<file path="config.mk">
export PLATFORM = sky130hd
export DESIGN_NAME = ifu_fetch_ctrl
export DESIGN_NICKNAME = d
export VERILOG_FILES = /design/src/rtl/ifu_fetch_ctrl.sv
export SDC_FILE = /design/constraint.sdc
export NUM_CORES = 1
export LEC_CHECK = 0
export ABC_AREA = 1
export ABC_CLOCK_PERIOD_IN_PS = 3700
export BUFFER_PORTS_ARGS = -buffer_cell sky130_fd_sc_hd__buf_2
export CAP_MARGIN = 40
export CORE_MARGIN = 4
export CORE_UTILIZATION = 45
export DETAILED_ROUTE_END_ITERATION = 10
export PLACE_DENSITY = 0.64
export SYNTH_ARGS = -nofsm -noshare
export SYNTH_HDL_FRONTEND = slang
export SYNTH_SLANG_ARGS = --single-unit
</file>
<file path="constraint.sdc">
create_clock -name clk -period 3.7 [get_ports clk]
set_clock_uncertainty 0.1 [all_clocks]
set_input_delay 0.555 -clock clk [delete_from_list [all_inputs] [get_ports clk]]
set_output_delay 0.555 -clock clk [all_outputs]
set_load 0.03 [all_outputs]
</file>
<file path="src/rtl/ifu_fetch_ctrl.sv">
// Instruction-fetch sequencer: owns the PC, drives IM, and buffers
// {pc, instr} pairs in a 2-entry queue for decode.
module ifu_fetch_ctrl #(
  parameter logic [31:0] PC_RESET = 32'h0000_3000,
  parameter int unsigned IM_DEPTH = 4096
) (
  input  logic        clk,
  input  logic        reset,
  input  logic        start,
  output logic [31:0] im_addr,
  output logic        im_en,
  input  logic [31:0] im_instr,
  output logic        out_valid,
  input  logic        out_ready,
  output logic [31:0] out_instr,
  output logic [31:0] out_pc,
  input  logic        redirect_valid,
  input  logic [31:0] redirect_target,
  output logic        fault,
  output logic [31:0] fault_pc,
  output logic [31:0] fetch_cnt
);

  typedef enum logic [1:0] {
    S_IDLE,
    S_RUN,
    S_FAULT
  } state_e;

  // One bit wider so a window ending at 2^32 cannot overflow.
  localparam logic [32:0] PC_END =
    {1'b0, PC_RESET} + (33'(IM_DEPTH) << 2);

  state_e      state_q;
  logic [31:0] pc_q, pc_d;
  logic [1:0]  cnt_q, cnt_d;
  logic        head_q, head_d;
  logic        tail_q, tail_d;
  logic [31:0] qpc_q  [2];
  logic [31:0] qins_q [2];
  logic        fault_q;
  logic [31:0] fault_pc_q;
  logic [31:0] fetch_cnt_q;

  logic legal;
  logic run;
  logic flush;
  logic pop;
  logic fetch;
  logic trap;

  assign legal = (pc_q[1:0] == 2'b00)
              && (pc_q >= PC_RESET)
              && ({1'b0, pc_q} < PC_END);

  assign run   = (state_q == S_RUN);
  assign flush = redirect_valid && (state_q != S_IDLE);
  assign pop   = out_valid && out_ready;

  assign fetch = run && !redirect_valid && legal
              && ((cnt_q != 2'd2) || pop);
  assign trap  = run && !redirect_valid && !legal;

  assign im_addr   = pc_q;
  assign im_en     = fetch;
  assign out_valid = (cnt_q != 2'd0);
  assign out_pc    = qpc_q[head_q];
  assign out_instr = qins_q[head_q];
  assign fault     = fault_q;
  assign fault_pc  = fault_pc_q;
  assign fetch_cnt = fetch_cnt_q;

  always_comb begin
    pc_d   = pc_q;
    cnt_d  = cnt_q;
    head_d = head_q;
    tail_d = tail_q;
    unique case (1'b1)
      flush: begin
        pc_d   = redirect_target;
        cnt_d  = 2'd0;
        head_d = 1'b0;
        tail_d = 1'b0;
      end
      default: begin
        if (fetch) begin
          pc_d   = pc_q + 32'd4;
          tail_d = ~tail_q;
        end
        if (pop) begin
          head_d = ~head_q;
        end
        cnt_d = cnt_q + {1'b0, fetch} - {1'b0, pop};
      end
    endcase
  end

  always_ff @(posedge clk or negedge reset) begin
    if (!reset) begin
      pc_q        <= PC_RESET;
      cnt_q       <= 2'd0;
      head_q      <= 1'b0;
      tail_q      <= 1'b0;
      fetch_cnt_q <= 32'd0;
      qpc_q[0]    <= 32'd0;
      qpc_q[1]    <= 32'd0;
      qins_q[0]   <= 32'd0;
      qins_q[1]   <= 32'd0;
    end else begin
      pc_q   <= pc_d;
      cnt_q  <= cnt_d;
      head_q <= head_d;
      tail_q <= tail_d;
      if (fetch) begin
        qpc_q[tail_q]  <= pc_q;
        qins_q[tail_q] <= im_instr;
        fetch_cnt_q    <= fetch_cnt_q + 32'd1;
      end
    end
  end

  always_ff @(posedge clk or negedge reset) begin
    if (!reset) begin
      state_q    <= S_IDLE;
      fault_q    <= 1'b0;
      fault_pc_q <= 32'd0;
    end else begin
      unique case (state_q)
        S_IDLE: begin
          if (start) state_q <= S_RUN;
        end
        S_RUN: begin
          if (trap) begin
            state_q    <= S_FAULT;
            fault_q    <= 1'b1;
            fault_pc_q <= pc_q;
          end
        end
        S_FAULT: begin
          // fault_pc is kept as a record of the last trap.
          if (redirect_valid) begin
            state_q <= S_RUN;
            fault_q <= 1'b0;
          end
        end
        default: state_q <= S_IDLE;
      endcase
    end
  end

endmodule

</file>
==> flow_summary.ini <==
[run_status]
status = complete, but fails checks
violations = negative hold slack

[drt]
drt-total-wl_um = 27600
drt_iter0_markers = 567
ant_nets = 0
wire_per_inst_um = 14.4
via_per_inst = 4.81
via_count = 9235
drc = 0
drtPass1Iterations = 7

[timing]
finalCritPeriodShare_pct = 79.6
finalHoldViolCount = 13
grt_setup_unrepaired = no
setup_viol = 0
period_minus_slack_ps = 2950
slew_headroom_pct = 44.9
fmaxAchievable_mhz = 339
drv_slew = 0
worst_pin_slew_ps = 826
whs_ps = -28.6
tns_ps = 0

[placement]
portBuffers = 231
hpwl_um = 19600
routabilityCongestion = 0.859
place_area_um2 = 12100

[pwr]
power_frac_seq_pct = 38.5
p_int_uw = 5100
power_frac_comb_pct = 31.6
clkPwrFrac_pct = 29.9
power_leakage_uw = 0.00702
vdd_drop_max_mv = 0.615
p_per_area_nw_per_um2 = 650
switchingPower_uw = 3320
switching_share_pct = 39.4

[synthesis]
muxShareOfSynthArea_pct = 0.375
syn_nets = 1438
yosys.area_share.simple_pct = 27.8
synthAdderAreaFrac_pct = 0.586
avgSynthCellArea_um2 = 7.83
synth_edf_count = 0
synth_seq_cells = 231
synth_top_family_by_area = simple AND/OR/NAND/NOR gates
synth_xor_area_share_pct = 1.23
synthArstFlopShare_pct = 100
synth_top_area_cell = dfrtp_1
synth_top_area_share_pct = 53.7
synth-main-ff-cell = dfrtp_1
synth_compound_gate_area_share_pct = 8.15
synth.area.top_cells = dfrtp_1 54%, nand2_1 19%, inv_1 4.7%, o21ai_1 4.3%, nor2_1 4.0%
yosysMostFrequentCell = nand2_1
synth_commonest_cells = 534 x nand2_1, 229 x dfrtp_1, 135 x inv_1, 115 x nor2_1, 92 x o21ai_1
netlist_area_um2 = 10700
ys_types = 30
yosysSeqAreaShare_pct = 54.2
syn-instance-count = 1364
ys_warn_count = 0

[clocking]
cts_tree = built
clk_latency_ps = 530
path_clk_slew_ps = 60
cts_sinks = 231
cts-buffers-inserted = 25
clock_tree.buffer_depth = 3
cts_resized = 0
postCtsHoldBufs = 0
postCtsSetupBuffers = 0
root_buffer = clkbuf_16
h-tree-depth = 1

[die]
io_pins = 232
rows = 56
dieHeight_um = 162
start_util_pct = 45.6
core_um2 = 23400
die_width_um = 162
die-area_um2 = 26200

[finish]
fill_cells = 2302
drive_above_1_share_pct = 18.8
num-nets-final = 1653
area_growth_syn_to_layout_pct = 21.3
stdcell_area_um2 = 12900

[critical_path]
critPathCaptureType = primary output
arrival_ps = 2290
critPathKind = register to primary output
crit_required_ps = 3040
cp_max_fo = 22
crit_path_start_kind = register

[hold_path]
hold_class = primary input to asynchronous set/reset pin

[global_routing]
grt_pass1_vias = 8929
grt_use_total_pct = 21.1
overflow = 0
grt_pass1_wl_um = 45700
grt_max_degree = 107
antenna_found_initial = 3

[run]
maxCapViolCount = 0
cells in the final DEF, fill, tap and decap left out, types with 9 or more instances in the layout:
| master | instances |
|---|---|
| nand3_1 | 56 |
| xnor2_1 | 9 |
| o21ai_0 | 77 |
| inv_1 | 135 |
| buf_4 | 10 |
| o21ai_1 | 92 |
| nand3b_1 | 13 |
| buf_2 | 230 |
| nand2_1 | 533 |
| nor2_1 | 115 |
| dfrtp_1 | 228 |
| clkbuf_16 | 25 |
critical path, cell delays in order, from the launching register on:
cell and delay (ps):
dfrtp_1 410, or2_1 250, nand2_1 120, nand3_2 400, nand2_2 270, nor2_8 110, buf_2 200
state kept, by name (all words and copies together), names as in the netlist:
register	count
state_q	2
fetch_cnt	32
cnt_q	2
im_addr	32
qpc_q	64
tail_q	1
fault	1
qins_q	64
head_q	1
fault_pc	32
final timing paths:
| check | startpoint | endpoint | slack (ps) | cells past startpoint |
|---|---|---|---|---|
| max | cnt_q[1]$_DFF_PN0_ | im_en | 750 | 6 |
| max in group asynchronous | reset | qins_q[51]$_DFFE_PN0P_ | 2550 | 2 |
| min reg2reg | fault_pc[26]$_DFFE_PN0P_ | fault_pc[26]$_DFFE_PN0P_ | 380 | 2 |
| max reg2reg | cnt_q[1]$_DFF_PN0_ | qpc_q[32]$_DFFE_PN0P_ | 960 | 8 |
| min | reset | qpc_q[29]$_DFFE_PN0P_ | -30 | 1 |
| min in group clk | redirect_target[0] | im_addr[0]$_DFFE_PN0P_ | 140 | 3 |
metal layers:
metal	wire (um)	track usage, %	vias up
li1	-	-	4665
met1	12800	30.0	4280
met2	12200	33.3	247
met3	2090	5.20	39
met4	450	4.38	4
met5	21	0	-
area by class of cell:
type	instances	area (um^2)	area share [%]
timing repair buffer	245	1320	10.2
multi-input combinational	936	4090	31.6
clock buffer	35	693	5.36
clock inverter	10	129	0.996
antenna	2	5.00	0.0387
inverter	140	526	4.06
tap	319	399	3.08
sequential	231	5780	44.7
kinds of logic after synthesis:
kind of cell	Yosys count
buffers and inverters	197
adder cells (fa/ha/maj)	5
flip-flops	231
AO/OA/AOI/OAI	173
XOR/XNOR	15
AND/OR/NAND/NOR	739
multiplexers	4
stage by stage:
step | hold WS [ps] | instances | power, uW | utilization, % | setup slack [ps]
2_1_floorplan | 159 | 1364 | 5000 | - | 1460
3_3_place_gp | 351 | 1870 | 5930 | 51.7 | 962
3_5_place_dp | 365 | 1871 | 5980 | 51.8 | 924
4_1_cts | 13.4 | 1916 | 8520 | 55.3 | 706
5_1_grt | 50.2 | 1916 | 8910 | 55.3 | 608
6_report | -28.6 | 1918 | 8420 | 55.3 | 753
power by group through the flow:
stage	clock, uW	combinational [uW]	sequential [uW]
after floorplan	0	1210	3790
after detailed placement	0	2700	3270
after global routing	2680	2940	3290
after CTS	2580	2710	3240
after global placement	0	2670	3270
final	2520	2660	3240
Power figures use the tool's default switching activity.
